$ cat src/rtl/add_share_arbiter.sv
// Round-robin arbiter sharing one registered WIDTH-bit adder between two requesters.
// Optional saturation of the sum on overflow is enabled with `define ADD_SHARE_SAT_EN.
module add_share_arbiter #(
    parameter int WIDTH = 7
) (
    input  logic             i_clk,
    input  logic             i_rst,
    input  logic [1:0]       i_req,
    input  logic [WIDTH-1:0] i_a0,
    input  logic [WIDTH-1:0] i_b0,
    input  logic [WIDTH-1:0] i_a1,
    input  logic [WIDTH-1:0] i_b1,
    output logic [1:0]       o_gnt,
    output logic             o_res_valid,
    input  logic             i_res_ready,
    output logic [WIDTH-1:0] o_res_sum,
    output logic             o_res_carry,
    output logic             o_res_id,
    output logic             o_busy
);

    typedef enum logic [1:0] {IDLE, LOAD, EXEC, RESP} state_t;

    state_t           r_state;
    logic             r_win;
    logic             r_last;
    logic [WIDTH-1:0] r_a;
    logic [WIDTH-1:0] r_b;
    logic [1:0]       r_gnt;
    logic             r_valid;
    logic [WIDTH-1:0] r_sum;
    logic             r_carry;
    logic             r_id;
    logic             r_busy;

    logic             w_win;
    logic [WIDTH:0]   w_full;
    logic [WIDTH-1:0] w_sum;

    // On contention the requester that did not finish last wins.
    assign w_win  = (i_req == 2'b11) ? ~r_last : i_req[1];
    assign w_full = {1'b0, r_a} + {1'b0, r_b};

`ifdef ADD_SHARE_SAT_EN
    assign w_sum = w_full[WIDTH] ? {WIDTH{1'b1}} : w_full[WIDTH-1:0];
`else
    assign w_sum = w_full[WIDTH-1:0];
`endif

    always_ff @(posedge i_clk) begin
        if (i_rst) begin
            r_state <= IDLE;
            r_win   <= 1'b0;
            r_last  <= 1'b1;
            r_a     <= '0;
            r_b     <= '0;
            r_gnt   <= 2'b00;
            r_valid <= 1'b0;
            r_sum   <= '0;
            r_carry <= 1'b0;
            r_id    <= 1'b0;
            r_busy  <= 1'b0;
        end else begin
            case (r_state)
                IDLE: begin
                    if (i_req != 2'b00) begin
                        r_win   <= w_win;
                        r_gnt   <= w_win ? 2'b10 : 2'b01;
                        r_busy  <= 1'b1;
                        r_state <= LOAD;
                    end
                end
                LOAD: begin
                    // Operands come from the bus during the grant cycle, even if req dropped.
                    r_gnt   <= 2'b00;
                    r_a     <= r_win ? i_a1 : i_a0;
                    r_b     <= r_win ? i_b1 : i_b0;
                    r_state <= EXEC;
                end
                EXEC: begin
                    r_sum   <= w_sum;
                    r_carry <= w_full[WIDTH];
                    r_id    <= r_win;
                    r_valid <= 1'b1;
                    r_state <= RESP;
                end
                RESP: begin
                    if (r_valid && i_res_ready) begin
                        r_valid <= 1'b0;
                        r_last  <= r_win;
                        r_busy  <= 1'b0;
                        r_state <= IDLE;
                    end
                end
                default: begin
                    r_gnt   <= 2'b00;
                    r_valid <= 1'b0;
                    r_busy  <= 1'b0;
                    r_state <= IDLE;
                end
            endcase
        end
    end

    assign o_gnt       = r_gnt;
    assign o_res_valid = r_valid;
    assign o_res_sum   = r_sum;
    assign o_res_carry = r_carry;
    assign o_res_id    = r_id;
    assign o_busy      = r_busy;

endmodule
$ cat config.mk
export PLATFORM = sky130hd
export DESIGN_NAME = add_share_arbiter
export DESIGN_NICKNAME = d
export VERILOG_FILES = /design/src/rtl/add_share_arbiter.sv
export SDC_FILE = /design/constraint.sdc
export NUM_CORES = 1
export LEC_CHECK = 0
export CORE_ASPECT_RATIO = 1.5
export CORE_MARGIN = 1
export CORE_UTILIZATION = 45
export CTS_CLUSTER_SIZE = 28
export DETAILED_ROUTE_END_ITERATION = 7
export GPL_ROUTABILITY_DRIVEN = 0
export PLACE_DENSITY = 0.79
export RECOVER_POWER = 50
export SLEW_MARGIN = 10
export SYNTH_ARGS = -nofsm -noshare
export SYNTH_HDL_FRONTEND = slang
export SYNTH_SLANG_ARGS = --single-unit
$ cat constraint.sdc
create_clock -name i_clk -period 2.3 [get_ports i_clk]
set_input_delay 0.23 -clock i_clk [delete_from_list [all_inputs] [get_ports i_clk]]
set_output_delay 0.23 -clock i_clk [all_outputs]
set_load 0.02 [all_outputs]
Word-level counts from Yosys, hierarchy flattened
Index checks and enable logic that the tools add are counted.
W data, S select, Z words.
Word-level totals
  register bits after elaboration: 31
  latch bits: 0
  bits in writable memories: 0
  memory bits (read-only): 0
  output and inout port bits: 13
  word-level logic and storage cells: 44
  memories: 0
Cells by class
  $add $sub $neg: 1
  multiply operators: 0
  div/mod/pow operators: 0
  magnitude comparators: 0
  equal/unequal tests: 6
  shift operators: 0
  mux-type cells: 13
  bitwise logic cells: 1
  reductions and logical operators: 12
Operators with widths (count)
  $mux W7: 2
  $reduce_and A2 Y1: 5
  $add A7 B7 Y8: 1
  $mux W2: 4
  $pmux W2 S4: 1
  $reduce_bool A2 Y1: 4
  $eq A2 B2 Y1 const B: 3
  $ne A2 B2 Y1 const B: 2
  $pmux W1 S2: 2
  $pmux W2 S2: 1
  $mux W1: 3
  $reduce_and A3 Y1: 1
  $eq A2 B1 Y1 const B: 1
  $logic_not A2 Y1: 1
  $logic_and A1 B1 Y1: 1
  $not A1 Y1: 1

Longest topological paths before layout
Gate-level depths: netlist of the first run.
  word-level depth: 5
  mapped depth: 7
  depth with buffers taken out: 7

Least setup slack after synthesis of the first run
OpenSTA, ideal clock, no wires.
  path type: reg-to-reg
  from: register r_a[0]
  to: register r_sum[6] (netlist: o_res_sum[6])
  library setup time: 92 ps
  data arrival time: 1581 ps
  data required time: 2208 ps
  slack: 627 ps
  stages on the path, launching flop included: 8
  buffers on the path: 0
  period minus slack after synthesis: 1673 ps
  path through: dfxtp_1 ha_1 inv_1 fa_1 nand2b_1 a211oi_1 mux2i_1 nor4_1
Between the ends
  word-level cells in the longest chain between the ends: 1
RTL lines
  start, declared: RTL line 27  | logic [WIDTH-1:0] r_a;
  start signal, assigned: RTL line 76  | r_a <= r_win ? i_a1 : i_a0;
  $add A7 B7 Y8: RTL line 42  | assign w_full = {1'b0, r_a} + {1'b0, r_b};
  end signal, assigned: RTL line 81  | r_sum <= w_sum;
  end, declared: RTL line 31  | logic [WIDTH-1:0] r_sum;
Every way passes these cells.
A chain may end at the register's enable or synchronous reset.

Worst setup path in the final report of the first run
Same ends and word-level chain as after synthesis.

==> results.txt, run 1 <==
The run finished with clean final reports. TritonCTS built the clock tree. For the clock latency at the later pin of the worst-skew pair, the log shows 0.28 ns. The tools report the post-route setup TNS as 0 ns.

The die covers 3840 sq um. The number of inserted filler cells in the final layout is 308, and the post-CTS resize count is 0. Setup repair after global routing left no endpoint under its margin. The run gives 38.4% as the part of the Yosys area used for sequential elements.

At the pin with the least slew margin, the transition time is 0.783 ns. The clock drives 31 sinks. The tools report the source of the worst hold timing path as o_busy. The initial antenna violation count is 0, and the synthesized instance count is 179. Total global routing overflow: 0. Busiest layer in global routing: met2. The logs give 2.42 mm for the post-detailed-placement half-perimeter wirelength and 0.852 nW for the static leakage power. The tools report the post-synth net total as 225.

The tools report the max-slew violation count as 0. The tools report the part of the total power dissipated in combinational logic as 45.1%. For the overall routed net length, the log shows 3.16 mm. The max capacitance violation total was 0; the clock slew at the register clock pins of the worst setup and hold paths was 0.06 ns. The register share of total power came out at 35.5%.

After synthesis, the largest family of logic cells by area is simple AND/OR/NAND/NOR gates. sky130_fd_sc_hd__dfxtp_1 takes more of the synthesized area than any other cell. Yosys attributes the largest share of cell area to sky130_fd_sc_hd__dfxtp_1, sky130_fd_sc_hd__mux2i_1, sky130_fd_sc_hd__ha_1.

The worst register-to-register path has a depth of 7. The fraction of layout cells with a size suffix above 1 is 5.33%, and the number of search-and-repair iterations in the first detailed-routing pass is 5. Summing over every cut layer, the via total after detailed routing is 1,398. Data on the critical path is required at its endpoint by 2.47 ns.

The worst pin sits at a relative slew slack of 47.7%. The clock network accounts for 19.4% of the total power. The sort of element at the end of the critical path was a flop. Via count of the first global-routing pass: 1,263.

Entering global routing, the biggest net connects 32 pins. The final-report hold violation count was 0. Start-to-end type of the worst setup path: flop to flop. The logs give 3420 sq um for the floorplan core area and 1620 sq um for the post-synthesis instance area. Counting the buffers created by CTS gives 5.

The worst path meets setup with 0.379 ns of slack. Of the total power, the share spent switching nets is 38.0%. Of the total synthesized cell area, the portion taken by AND, OR, NAND and NOR gates is 17.6%. The critical path starts at r_a[0]. The number of buffers and inverters on the critical path was 1. The floorplan step set the die height to 75.4 microns.

In the routed layout, each cell is associated on average with a via count of 5.24. The dominant delay contributor by cell family on the critical path is adder cells. Traced cell by cell, the critical path runs through ha_1 > inv_1 > fa_1 > nand2b_1 > a211oi_1 > mux2i_1 > nor4_1. Global routing used 32.3% of the available met2 tracks.

The worst-path maximum fanout was 2. For this run, the post-layout net count is 270. The worst setup path is launched from a flop. The worst reg2reg path endpoint was o_res_sum[6]. The cell chosen for the clock root is sky130_fd_sc_hd__clkbuf_8. The global-route wire length before repair is 5.29 mm, and the post-CTS setup-driven buffer insertion count is 0. After detailed routing, the number of remaining DRC violations is 0. Compared with the post-synthesis result, the final layout area differs by 35.7%.

After synthesis, the mean cell area works out to 9.04 sq um. Number of warnings issued by yosys: 0. The logs give 0.00500 ns for the setup skew after layout and 0 for the number of setup violations in the final report. The final core utilization was 64.2%.

The worst-case IR drop observed on VDD is 680 uV. The repair_antennas step left the layout with diodes totalling 0. Width of the die: 51.0 microns. The worst min-delay path class was flop to flop.

The maximum clock frequency is 521 MHz, and the portion of netlist area occupied by mux cells is 12.4%. Once placement finished, the instance area stood at 2100 sq um. In the global route stage, met3 resource usage came out at 3.59%. Global routing used 18.2% of the available tracks. The internal power of the cells was 1.49 mW. The complex-gate fraction of the synthesized area is 15.9%. The part of the cycle the worst path needs was 83.5%. Total power for the finished layout comes to 2.40 mW. Summing all non-filler instances in the final layout gives an area of 2190 sq um.

Synthesis instantiated 31 different standard cells from the library. On the worst path, the slowest cell contributes a delay of 0.40 ns. In this run the deepest clock path goes through 2 buffers. The run gives 0 as the hold buffer count at cts. The xor and xnor area share after synthesis was 1.08%. Dividing total power by cell area gives a power density of 1090 nW/um^2. In this run the critical register-to-register path is launched from r_a[0]. For this design the top-level I/O count stands at 46. The fraction of the mapped netlist area in adder cells was 10.5%.

The tools report the effective utilization at floorplan as 47.4%. The met1 capacity usage during global routing is 20.4%. The analysis attributes to net switching a power of 0.910 mW. For the number of H-tree branching levels, the log shows 2. Following the worst setup path forward leads to its endpoint at o_res_sum[6].

The number of rows in the core area came out at 26. The cell with the biggest individual delay on the critical path was sky130_fd_sc_hd__fa_1. After detailed routing, the average wire length per cell comes to 11.8 microns.

Synthesis inferred 31 register bits. For the worst setup path, the data arrival time is 2.09 ns. The violation count after the first detailed-route iteration came out at 33. The minimum clock period is 1.92 ns, and the worst-case setup slack after placement is 0.431 ns. The number of nets still failing antenna checks after routing was 0; the share of Yosys cell area claimed by the top area cell type was 38.4%.

The critical path runs through a total of 7 cells. The setup check on the worst reg-to-reg path leaves a slack of 0.38 ns. The count of buffers added on input and output ports is 45.
==> worst register-to-register path, cell delays in order, from the launching register on <==
cell                       delay [ns]
sky130_fd_sc_hd__dfxtp_1         0.34
sky130_fd_sc_hd__ha_1            0.17
sky130_fd_sc_hd__inv_1           0.06
sky130_fd_sc_hd__fa_1            0.40
sky130_fd_sc_hd__nand2b_1        0.19
sky130_fd_sc_hd__a211oi_1        0.27
sky130_fd_sc_hd__mux2i_1         0.11
sky130_fd_sc_hd__nor4_1          0.28
==> power groups by stage <==
stage                     Sequential [mW]  Clock, mW  Combinational [mW]
final                               0.852      0.464                1.08
after global routing                0.878      0.494                1.21
after CTS                           0.855      0.479                1.11
after detailed placement            0.866          0                1.10
after global placement              0.855          0                1.08
after floorplan                     0.896          0               0.727
==> final cells by class <==
cell class / count / area (sq um) / share of cell area (%)
sequential: 31 / 621 / 28.3
inverter: 5 / 18.8 / 0.855
tap: 42 / 52.6 / 2.39
multi-input combinational: 132 / 928 / 42.3
clock buffer: 8 / 100 / 4.56
timing repair buffer: 49 / 474 / 21.6
==> through the flow <==
stage | instances | hold WS [ns]
global placement | 259 | 0.448
global route | 267 | 0.484
CTS | 267 | 0.474
finish | 267 | 0.461
floorplan | 179 | 0.417
detailed placement | 259 | 0.458
==> cell usage in the layout, fill, tap and decap left out, types with 7 or more instances in the layout <==
cell type                         count
sky130_fd_sc_hd__clkdlybuf4s50_1     38
sky130_fd_sc_hd__nor2_1              33
sky130_fd_sc_hd__dfxtp_1             31
sky130_fd_sc_hd__mux2i_1             20
sky130_fd_sc_hd__a211oi_1            18
sky130_fd_sc_hd__ha_1                12
sky130_fd_sc_hd__nand2_1             10
sky130_fd_sc_hd__a21oi_1              7
sky130_fd_sc_hd__clkbuf_8             7
sky130_fd_sc_hd__dlygate4sd3_1        7
==> cell usage after synthesis <==
cell                        instances
sky130_fd_sc_hd__a2bb2oi_1          1
sky130_fd_sc_hd__o21a_1             1
sky130_fd_sc_hd__or3b_1             1
sky130_fd_sc_hd__a41oi_1            1
sky130_fd_sc_hd__fa_1               1
sky130_fd_sc_hd__a211o_1            2
sky130_fd_sc_hd__buf_1              1
sky130_fd_sc_hd__o31ai_2            1
sky130_fd_sc_hd__nor4_1             1
sky130_fd_sc_hd__mux2i_1           20
sky130_fd_sc_hd__ha_1              12
sky130_fd_sc_hd__nor3_1             4
sky130_fd_sc_hd__clkbuf_1           5
sky130_fd_sc_hd__a21oi_1            7
sky130_fd_sc_hd__a31oi_1            1
sky130_fd_sc_hd__nand2b_1           2
sky130_fd_sc_hd__nor2_1            33
sky130_fd_sc_hd__dfxtp_1           31
sky130_fd_sc_hd__nand3b_1           2
sky130_fd_sc_hd__nand3_1            2
sky130_fd_sc_hd__buf_2              4
sky130_fd_sc_hd__nor3b_1            5
sky130_fd_sc_hd__nor2b_1            2
sky130_fd_sc_hd__buf_4              1
sky130_fd_sc_hd__nand2_1           10
sky130_fd_sc_hd__o21ai_0            1
sky130_fd_sc_hd__a211oi_1          18
sky130_fd_sc_hd__a21boi_0           1
sky130_fd_sc_hd__inv_1              5
sky130_fd_sc_hd__xnor2_1            2
sky130_fd_sc_hd__a211oi_2           1
==> how the worst min path moves through the flow <==
stage                  end  slack [ns]  cells after the start
finish              o_busy        0.46                      1
detailed placement  o_busy        0.46                      1
CTS                 o_busy        0.47                      1
global placement    o_busy        0.45                      1
global route        o_busy        0.48                      1
floorplan            r_win        0.42                      2
==> registers in the layout, summed over array words and instances (netlist names) <==
name and count:
r_win 1, r_state 2, o_gnt 2, o_res_sum 7
o_res_id 1, o_res_valid 1, o_busy 1, r_b 7
r_a 7, o_res_carry 1, r_last 1
==> layer usage <==
layer	vias up	part of all wire (%)	wire length, microns
met3	6	2.8	89
met2	37	52	1630
met4	0	2.4	76
met1	637	43	1360
li1	718	-	-
met5	-	0	0
==> logic make-up (layout without fill, tap and decap cells) <==
kind of cell,count (synthesis),after routing
and+or+nand+nor,62,62
AOI/OAI and AO/OA,35,35
DFF,31,31
muxes,20,20
buffers and inverters,16,62
adders and majority gates,13,13
xor gates and xnor gates,2,2
(Power assumes the default switching activity.)
==> run 2, diff against run 1 <==
- clock period: 2.3 -> 1.9 ns (I/O delays scaled with it)
==> results.txt, run 2 (same netlist as run 1, synthesis figures left out) <==
The run finished with clean final reports. The cell depth of the worst min-delay path was 1 (unchanged); the depth of the worst register-to-register path was 7 (unchanged). The worst min-delay path class is flop to flop (unchanged). The die boundary height is 75.4 microns (unchanged), and the static leakage power is 0.839 nW (was 0.852 nW). The number of buffers created by CTS was 5 (unchanged). The number of top-level pins is 46 (unchanged), and the maximum number of pins on one net before global-route repair is 36 (was 32). The clock slew at the register clock pins of the worst setup and hold paths is 0.06 ns (about the same), and the violation count after the first detailed-route iteration is 24 (was 33). The delay of the slowest critical-path stage is 0.40 ns (about the same), and the total DRC errors in the routed layout is 0 (unchanged). The run gives 18.6% (was 18.2%) as the overall routing resource usage. The total global routing overflow was 0 (unchanged); the buffer depth of the longest clock path was 2 (unchanged). Most common cell after layout, fill and taps aside: sky130_fd_sc_hd__clkdlybuf4s50_1 (unchanged). The launch instance of the worst register-to-register path is r_a[0] (unchanged). The number of nets in the layout is 269 (was 270), and the final-report hold violation count is 0 (unchanged).

Setup repair after global routing left no endpoint under its margin. The power density of the placed cells came out at 1290 nW/um^2 (was 1090 nW/um^2). The initial antenna violation count was 0 (unchanged). TritonCTS built the clock tree. Cell with the biggest individual delay on the critical path: sky130_fd_sc_hd__fa_1 (unchanged). The via count was 1,375 (was 1,398); the max capacitance violation total was 0 (unchanged).

The worst hold endpoint is o_busy (unchanged). The dominant delay contributor by cell family on the critical path was adder cells (unchanged). The tools report the die outline area as 3840 sq um (unchanged). The run gives 31 (unchanged) as the clock sink count. The required time at the worst-slack endpoint is 2.09 ns (was 2.47 ns). The tools report the cell chosen for the clock root as sky130_fd_sc_hd__clkbuf_8 (unchanged). The post-detailed-route via-to-cell ratio was 5.21 (was 5.24). The post-placement cell count was 258 (was 259); the data arrival time of the worst path was 1.97 ns (was 2.09 ns). The fraction of layout cells with a size suffix above 1 was 4.95% (was 5.33%); the count of port buffers added during placement was 45 (unchanged). The floorplan core area was 3420 sq um (unchanged); the global-route wire length before repair was 5.31 mm (was 5.29 mm).

The worst-case vdd ir drop is 703 uV (was 680 uV), and the minimum clock period is 1.78 ns (was 1.92 ns). For the number of H-tree branching levels, the log shows 2 (unchanged). The tools report the clock latency at the later pin of the worst-skew pair as 0.28 ns (about the same).

Maximum clock frequency: 561 MHz (was 521 MHz). The width of the die works out to 51.0 microns (unchanged). The worst reg2reg path endpoint was o_res_sum[6] (unchanged). The slew of the pin with the lowest slew margin came out at 0.751 ns (was 0.783 ns). Final worst hold slack: 0.459 ns (was 0.461 ns). The tools report the source of the worst hold timing path as o_busy (unchanged). The setup slack of the most critical reg-to-reg path was 0.12 ns (was 0.38 ns).

The signed area change from the synthesized netlist to the final layout works out to 34.8% (was 35.7%). For the number of diodes, the log shows 0 (unchanged). The part of the cycle the worst path needs is 93.8% (was 83.5%), and the max-slew violation count is 0 (unchanged). Commonest cells after routing, fill and taps aside: sky130_fd_sc_hd__clkdlybuf4s50_1, sky130_fd_sc_hd__nor2_1, sky130_fd_sc_hd__dfxtp_1, sky130_fd_sc_hd__mux2i_1, sky130_fd_sc_hd__a211oi_1 (unchanged). For the effective utilization at floorplan, the log shows 47.4% (unchanged).

The run gives 0 (unchanged) as the number of setup violations in the final report. The per-cell routed wire length came out at 11.8 microns (about the same). Startpoint class of the critical path: a flop (unchanged).

Sort of element at the end of the critical path: a flop (unchanged). The logs give 1,254 (was 1,263) for the via count of the first global-routing pass and 0.00746 ns (was 0.00500 ns) for the setup skew after layout. The number of rows in the core area is 26 (unchanged). The number of nets still failing antenna checks after routing is 0 (unchanged), and the number of buffers and inverters on the critical path is 1 (unchanged). The worst-path maximum fanout was 2 (unchanged); the post-route setup TNS was 0 ns (unchanged).

The launch point of the critical path is r_a[0] (unchanged). The post-detailed-placement half-perimeter wirelength was 2.32 mm (was 2.42 mm); the remaining max-slew budget at the tightest pin was 49.9% (was 47.7%). The tools report the number of cells in the finished layout apart from fillers as 264 (was 267).

The run gives 4 (was 5) as the number of search-and-repair iterations in the first detailed-routing pass. The start-to-end type of the worst setup path was flop to flop (unchanged). The run gives 3.13 mm (was 3.16 mm) as the overall routed net length.

Critical path cell sequence: ha_1 > inv_1 > fa_1 > nand2b_1 > a211oi_2 > mux2i_1 > nor4_1 (was ha_1 > inv_1 > fa_1 > nand2b_1 > a211oi_1 > mux2i_1 > nor4_1).
## run 2: final cells by class
class                           instances  area [sq um]
Clock buffer                            6          72.6
Fill cell                             323          1230
Inverter                                5          18.8
Multi-Input combinational cell        132           933
Sequential cell                        31           621
Tap cell                               42          52.6
Timing Repair Buffer                   48           483
## run 2: stage by stage
step	utilization (%)	cell area (sq um)	worst slack (ns)	power [mW]
finish	63.8	2180	0.118	2.81
global route	63.8	2180	0.00114	3.03
CTS	64.1	2190	0.102	2.88
detailed placement	62.0	2120	0.114	2.42
global placement	62.0	2120	0.153	2.38
floorplan	-	1620	0.227	1.96
## run 2: report_power, final
group	switching [mW]	internal, mW	leakage (nW)	total (mW)
logic	0.735	0.601	0.547	1.34
clock network	0.219	0.243	0.0371	0.462
registers	0.138	0.872	0.255	1.01
total	1.09	1.72	0.839	2.81
## run 2: worst max-delay path by stage
stage | endpoint | slack [ns] | depth (start not counted)
final | o_res_sum[6] | 0.12 | 7
after global routing | o_res_sum[6] | 0.001 | 7
after CTS | o_res_sum[6] | 0.10 | 7
after detailed placement | o_res_sum[6] | 0.11 | 7
after global placement | o_res_sum[6] | 0.15 | 7
after floorplan | o_res_sum[6] | 0.23 | 7
## run 2: worst reg2reg max path, stage by stage (launching register included)
cell and delay, ns:
sky130_fd_sc_hd__dfxtp_1 0.34, sky130_fd_sc_hd__ha_1 0.17, sky130_fd_sc_hd__inv_1 0.05, sky130_fd_sc_hd__fa_1 0.40, sky130_fd_sc_hd__nand2b_1 0.19, sky130_fd_sc_hd__a211oi_2 0.24
sky130_fd_sc_hd__mux2i_1 0.11, sky130_fd_sc_hd__nor4_1 0.20
## run 2: per-layer routing
layer	part of all wire (%)	track usage, %
met2	51	33.2
met1	43	20.1
met3	3.1	2.99
met5	0	0
met4	2.8	12.0
## run 2: repair_timing
| item | CTS | global route |
|---|---|---|
| buffers inserted | 0 | 0 |
| setup endpoints to repair | 0 | 1 |
| hold buffers | 0 | 0 |
| resized for setup | 0 | 1 |
==> run 3, diff against run 2 <==
- CORE_UTILIZATION: 45 -> 43
- clock period: 1.9 -> 1.48 ns (I/O delays scaled with it)
==> results.txt, run 3 (same netlist as run 1, synthesis figures left out) <==
The run finished, with violations left. The checks that failed: negative setup slack. The die outline area was 4020 sq um (was 3840 sq um). The post-layout worst setup margin was -0.214 ns (was 0.118 ns). The static leakage power came out at 0.933 nW (was 0.839 nW).

The setup slack of the most critical reg-to-reg path came out at -0.21 ns (was 0.12 ns). The worst-path maximum fanout is 2 (unchanged). Start-to-end type of the worst setup path: flop to flop (unchanged). The die boundary height is 77.1 microns (was 75.4 microns).

Setup repair after global routing could not meet its margin everywhere. The setup skew after layout was 0.00295 ns (was 0.00746 ns); the slew of the pin with the lowest slew margin was 0.342 ns (was 0.751 ns). The logs give 590 MHz (was 561 MHz) for the maximum clock frequency and 3510 sq um (was 3420 sq um) for the floorplan core area. The effective utilization at floorplan is 46.0% (was 47.4%), and the depth of the worst register-to-register path is 8 (was 7). The launch instance of the worst register-to-register path was r_a[0] (unchanged).

Commonest cells after routing, fill and taps aside: sky130_fd_sc_hd__clkdlybuf4s50_1, sky130_fd_sc_hd__nor2_1, sky130_fd_sc_hd__dfxtp_1, sky130_fd_sc_hd__mux2i_1, sky130_fd_sc_hd__a211oi_1 (unchanged). The post-detailed-placement half-perimeter wirelength was 2.44 mm (was 2.32 mm); the number of nets still failing antenna checks after routing was 0 (unchanged). For the via count, the log shows 1,470 (was 1,375).

The max capacitance violation total was 0 (unchanged); the part of the cycle the worst path needs was 114% (was 93.8%). For the clock sink count, the log shows 31 (unchanged). The total DRC errors in the routed layout is 0 (unchanged), and the number of nets in the layout is 285 (was 269).

The data arrival time of the worst path is 1.87 ns (was 1.97 ns). The logs give 30.3% (was 36.0%) for the register share of total power and 0.28 ns (about the same) for the clock latency at the later pin of the worst-skew pair. The overall routing resource usage was 18.4% (was 18.6%). Fraction of layout cells with a size suffix above 1: 15.8% (was 4.95%). The most common cell after layout, fill and taps aside is sky130_fd_sc_hd__clkdlybuf4s50_1 (unchanged). The per-cell routed wire length was 12.2 microns (was 11.8 microns); the via count of the first global-routing pass was 1,357 (was 1,254). The signed area change from the synthesized netlist to the final layout is 49.5% (was 34.8%), and the max-slew violation count is 0 (unchanged). The cell depth of the worst min-delay path is 1 (unchanged), and the final worst hold slack is 0.472 ns (was 0.459 ns). For the overall routed net length, the log shows 3.43 mm (was 3.13 mm). The clock slew at the register clock pins of the worst setup and hold paths was 0.07 ns (was 0.06 ns).

The tools report the source of the worst hold timing path as o_busy (unchanged). The worst min-delay path class was flop to flop (unchanged). The number of buffers created by CTS came out at 5 (unchanged). TritonCTS built the clock tree. The number of rows in the core area is 26 (unchanged). The number of diodes is 0 (unchanged), and the switching power summed over all nets is 1.57 mW (was 1.09 mW).

The final core utilization came out at 68.8% (was 63.8%). The post-detailed-route via-to-cell ratio works out to 5.21 (about the same). The switching part of the total works out to 36.6% (was 38.9%). The initial antenna violation count was 0 (unchanged). The sort of element at the end of the critical path was a flop (unchanged).

The cell chosen for the clock root was sky130_fd_sc_hd__clkbuf_8 (unchanged). Total global routing overflow: 0 (unchanged). The tools report the worst reg2reg path endpoint as o_res_sum[4] (was o_res_sum[6]). The maximum number of pins on one net before global-route repair was 36 (unchanged).

The startpoint class of the critical path is a flop (unchanged). The minimum clock period is 1.69 ns (was 1.78 ns), and the global-route wire length before repair is 5.55 mm (was 5.31 mm). Worst-case vdd ir drop: 1300 uV (was 703 uV). The run gives 23.2% (was 16.5%) as the clock group share of total power. For the violation count after the first detailed-route iteration, the log shows 32 (was 24). The logs give 46 (unchanged) for the number of top-level pins and 4 (unchanged) for the number of search-and-repair iterations in the first detailed-routing pass. The number of H-tree branching levels came out at 2 (unchanged).

The width of the die came out at 52.1 microns (was 51.0 microns). For the number of setup violations in the final report, the log shows 4 (was 0). The tools report the buffer depth of the longest clock path as 2 (unchanged).

The tools report the worst hold endpoint as o_busy (unchanged). The required time at the worst-slack endpoint is 1.66 ns (was 2.09 ns). The remaining max-slew budget at the tightest pin is 77.1% (was 49.9%), and the final-report hold violation count is 0 (unchanged).

The count of port buffers added during placement came out at 45 (unchanged). The power density of the placed cells works out to 1780 nW/um^2 (was 1290 nW/um^2). The tools report the internal power of the cells as 2.73 mW (was 1.72 mW). The tools report the launch point of the critical path as r_a[0] (unchanged).

The part of the total power dissipated in combinational logic was 46.5% (was 47.6%).
==> run 3: area by class of cell <==
cell class / instances / area, sq um
fillers: 281 / 1090
multi-input cells: 132 / 1000
flip-flops and latches: 31 / 623
repair buffers: 64 / 588
clock buffers: 5 / 68.8
clock inverters: 3 / 67.6
well taps: 42 / 52.6
inverters: 5 / 18.8
==> run 3: metal layers <==
| layer | track usage (%) | wire length [microns] | up-vias |
|---|---|---|---|
| met5 | 0 | 0 | - |
| met4 | 8.65 | 87 | 0 |
| li1 | - | - | 752 |
| met2 | 31.5 | 1750 | 33 |
| met3 | 5.16 | 118 | 8 |
| met1 | 20.0 | 1480 | 677 |
==> run 3: per-stage QoR <==
stage | power [mW] | instance area (sq um) | instances | TNS (ns) | worst slack [ns]
final | 4.30 | 2420 | 282 | -0.608 | -0.214
after global routing | 4.63 | 2420 | 282 | -1.22 | -0.350
after CTS | 4.24 | 2370 | 278 | -0.299 | -0.127
after detailed placement | 3.20 | 2210 | 267 | -0.236 | -0.124
after global placement | 3.16 | 2210 | 267 | -0.118 | -0.0676
after floorplan | 2.58 | 1650 | 179 | -0.0658 | -0.0552
==> run 3: critical path: stages (launching register included) <==
cell                       delay, ns
sky130_fd_sc_hd__dfxtp_2        0.35
sky130_fd_sc_hd__ha_4           0.14
sky130_fd_sc_hd__inv_2          0.03
sky130_fd_sc_hd__fa_2           0.33
sky130_fd_sc_hd__nand2b_4       0.16
sky130_fd_sc_hd__buf_4          0.14
sky130_fd_sc_hd__a21oi_4        0.15
sky130_fd_sc_hd__nor3_2         0.05
sky130_fd_sc_hd__a211o_1        0.22
==> run 3: how the worst max path moves through the flow <==
stage | to | slack [ns] | depth (start not counted)
final | o_res_sum[4] | -0.21 | 8
after global routing | o_res_sum[6] | -0.35 | 7
after CTS | o_res_sum[6] | -0.13 | 7
after detailed placement | o_res_sum[6] | -0.12 | 7
after global placement | o_res_sum[6] | -0.07 | 7
after floorplan | o_res_sum[6] | -0.06 | 7
==> run 3: what timing repair did <==
item,4_1_cts,5_1_grt
endpoints found under the setup margin,4,11
resized for setup,0,13
hold buffers,0,0
setup buffers,3,4
pin swaps,1,2
==> run 3: power groups by stage <==
stage | Sequential [mW] | Combinational [mW] | Clock, mW
global placement | 1.31 | 1.85 | 0
floorplan | 1.41 | 1.17 | 0
finish | 1.30 | 2.00 | 0.999
detailed placement | 1.32 | 1.88 | 0
global route | 1.34 | 2.22 | 1.07
CTS | 1.30 | 1.92 | 1.02
==> RTL edit 1: new RTL, config.mk and constraints of run 3 <==
The parameter `WIDTH` goes from 7 to 14.
--- a/src/rtl/add_share_arbiter.sv
+++ b/src/rtl/add_share_arbiter.sv
@@ -3,3 +3,3 @@
 module add_share_arbiter #(
-    parameter int WIDTH = 7
+    parameter int WIDTH = 14
 ) (
Interface: changed (5 resized); port bits go from 46 to 81. The function was not compared with the original's and may differ.
==> RTL edit 1 against run 3 <==
  * The flow still finishes with violations (negative setup slack)
  * Clock power decreased by 4.0%
  * Sequential share of layout area decreased by 1.5 points
  * Sequential cell count increased by 21
  * Via count increased by 87%
  * Synthesized area increased by 75%
  * Routed wire length increased by 98%
  * Setup slack got worse by 540 ps
  * Non-clock buffer count increased by 62
  * Power increased by 81%
  * Count of clock-buffer cells in the layout increased by 1
  * Critical endpoint is now o_res_sum[13]
  * Design area increased by 81%
  * Largest cell class unchanged
==> RTL edit 1: results (changes against run 3) <==
largest net degree at the start of global routing 57 (was 36); r2r startpoint r_a[9] (was r_a[0]); first-pass GRT wire length 11,100 microns (was 5550 microns); Max Root-Sink Buffers 2 (unchanged); Tightest Hold Check Type primary input to register (was register to register); post-CTS resize count 13 (was 0); diode count 0 (unchanged); Clock Latency Late Sink 300 ps (was 280 ps); # placed instances 494 (was 267); Via density 5.41 (was 5.21); Post-DP Area 4120 sq um (was 2210 sq um); syn nets 400 (was 225); GRT Overall Usage 0.204 (was 0.184); port bufs 80 (was 45); Worst-path clk slew 90 ps (was 70 ps); Arr. time, crit path 2420 ps (was 1870 ps); number of fill cells 473 (was 281); postcts setup bufs 8 (was 3); setup ws final -754 ps (was -214 ps); routed via count 2,749 (was 1,470); post-synth cell types 41 (was 31); final setup violation count 11 (was 4); number of global-route vias before repair 2,608 (was 1,357); failing checks negative setup slack (unchanged); status complete, but fails checks (unchanged); worst slew pin tran 369 ps (was 342 ps); VDD IR-drop max 0.811 mV (was 1.30 mV); Crit-path slowest cell or4_4 (was dfxtp_2); Crit path largest cell delay 490 ps (was 350 ps); most instantiated cells after synthesis 56 x nor2_1, 52 x dfxtp_1, 36 x mux2i_1 (was 33 x nor2_1, 31 x dfxtp_1, 20 x mux2i_1); skew final 12.7 ps (was 2.95 ps); layout cell share with drive strength beyond 1 0.235 (was 0.158); initial DRC count 107 (was 32); crit-path leading delay family compound AO/OA/AOI/OAI gates (was adder cells); top post-synthesis cells by area dfxtp_1 37%, mux2i_1 13%, a211oi_1 8.5% (was dfxtp_1 38%, mux2i_1 12%, ha_1 9.3%); Mapped Avg Cell Area 8.86 sq um (was 9.04 sq um); post-synthesis sequential area ratio 0.368 (was 0.384); crit path launch r_a[9] (was r_a[0]); Switching Share 0.390 (was 0.366); fin nets 514 (was 285)
[RTL edit 1: power groups by stage]
stage,Sequential (uW),Combinational (uW),Clock (uW)
final,2280,4570,959
after global placement,2250,4110,0
after detailed placement,2290,4220,0
after floorplan,2390,2580,0
after global routing,2330,5080,1030
after CTS,2280,4370,967
[RTL edit 1: kinds of logic (layout without fill, tap and decap cells)]
kind of cell,count (synthesis),in the layout,synth area share
simple gates,97,97,0.154
xor+xnor,7,7,0.0217
compound gates,83,83,0.204
buf+inv,24,139,0.0345
fa+ha+maj,20,20,0.0912
flops,52,52,0.368
mux,36,36,0.127
[RTL edit 1: worst paths after layout]
path / slack (ps) / to / depth (start not counted)
worst max-delay path: -750 / o_res_sum[13] / 7
worst min-delay path: 180 / o_res_sum[10] / 2
worst max register to register: -750 / o_res_sum[13] / 7
worst min register to register: 490 / o_res_sum[9] / 1
[RTL edit 1: layer usage]
layer,GRT usage,routed length [microns],up-vias
li1,-,-,1386
met1,0.245,2920,1274
met2,0.356,3520,80
met3,0.0327,243,9
met4,0.0705,106,0
met5,0,0,-
[RTL edit 1: area by class of cell]
class                   count  area (sq um)  share of cell area
repair buffers            126          1190               0.272
multi-input cells         243          1900               0.435
clock buffers               6          72.6              0.0166
clock inverters             2          35.0             0.00802
flip-flops and latches     52          1060               0.243
well taps                  74          92.6              0.0212
inverters                   5          18.8             0.00430
[RTL edit 1: metrics by stage]
step	power (uW)	hold WS (ps)	setup WS, ps	setup TNS, ps
after global routing	8430	190	-833	-6730
final	7810	178	-754	-4770
after CTS	7610	178	-706	-4840
after floorplan	4970	334	-667	-3550
after detailed placement	6500	473	-770	-5250
after global placement	6370	468	-717	-4880
==> RTL edit 2: new RTL, settings of run 3 <==
Made on the original files. Re-encode `state_t` (4 states) as one-hot, 4 bits wide.
--- a/src/rtl/add_share_arbiter.sv
+++ b/src/rtl/add_share_arbiter.sv
@@ -21,3 +21,3 @@
 
-    typedef enum logic [1:0] {IDLE, LOAD, EXEC, RESP} state_t;
+    typedef enum logic [3:0] {IDLE = 4'b0001, LOAD = 4'b0010, EXEC = 4'b0100, RESP = 4'b1000} state_t;
 
Check against the original RTL: same outputs for any inputs over 10 cycles, from zero or initial values and one cycle with i_rst high; not proved beyond that.
==> RTL edit 2 against run 3 <==
  * Setup slack improved by 45 ps
  * Maximum frequency increased by 2.7%
  * Synthesized area rose by 5.2%
  * Routed wire length is 43% higher
  * Global-route usage up 3.5 points
  * Highest routed layer unchanged
  * Clock skew is 6.7 ps higher
  * Design area increased by 8.6%
  * Die area up 5.0%
  * Sequential cell count increased by 2
  * The run still ends with negative setup slack left
Power is not compared: it rests on default switching activity, and its combinational part moved more than twofold at a synthesized area within 25%.
==> RTL edit 2: results (changes against run 3) <==
length in cells of the worst reg-to-reg path 4 (was 8); post-synth cell types 39 (was 31); r2r startpoint r_state[3] (was r_a[0]); routed wire length 4910 microns (was 3430 microns); Crit Path Max Fanout 5 (was 2); fin nets 296 (was 285); initial DRC count 58 (was 32); Post-DP Area 2290 sq um (was 2210 sq um); met2 WL 2660 microns (was 1750 microns); met1 usage 0.221 (was 0.200); crit-path leading delay family simple AND/OR/NAND/NOR gates (was adder cells); failing checks negative setup slack (unchanged); final setup violation count 15 (was 4); DP HPWL 2930 microns (was 2440 microns); Crit-path slowest cell or4b_4 (was dfxtp_2); Synth Area in Compound Gates 0.181 (was 0.159); layout cell share with drive strength beyond 1 0.227 (was 0.158); Synth Area in Adders 0.0632 (was 0.105); post-synthesis mux area share 0.0941 (was 0.124); top post-synthesis cells by area dfxtp_1 39%, mux2i_1 9.4%, a211oi_1 7.1% (was dfxtp_1 38%, mux2i_1 12%, ha_1 9.3%); number of global-route vias before repair 1,596 (was 1,357); reg-to-reg endpoint o_res_sum[6] (was o_res_sum[4]); status complete, but fails checks (unchanged); final core occ 0.707 (was 0.688); setup ws final -169 ps (was -214 ps)
RTL edit 2: layout make-up:
class                      instances  area [sq um]
multi-input combinational        141          1120
tap                               43          53.8
clock buffer                       7          86.3
fill                             277          1090
timing repair buffer              69           684
sequential                        33           667
inverter                           5          18.8
RTL edit 2: worst max path at each step:
stage	start	end	slack, ps
after global placement	r_state[0]	o_res_sum[6]	-130
after floorplan	r_state[0]	o_res_sum[6]	-190
after global routing	r_state[3]	o_res_sum[6]	-190
after detailed placement	r_state[0]	o_res_sum[6]	-180
after CTS	r_state[1]	o_res_sum[6]	-80
final	r_state[3]	o_res_sum[6]	-170
RTL edit 2: repair_timing:
item,4_1_cts,5_1_grt
setup endpoints to repair,4,23
pin swaps,1,13
cloned,1,2
buffers inserted,0,4
resized for setup,9,28
RTL edit 2: stage by stage:
step | cells | total power, uW
6_report | 298 | 2330
5_1_grt | 298 | 2420
4_1_cts | 292 | 2230
3_5_place_dp | 284 | 1520
3_3_place_gp | 284 | 1500
2_1_floorplan | 192 | 1300
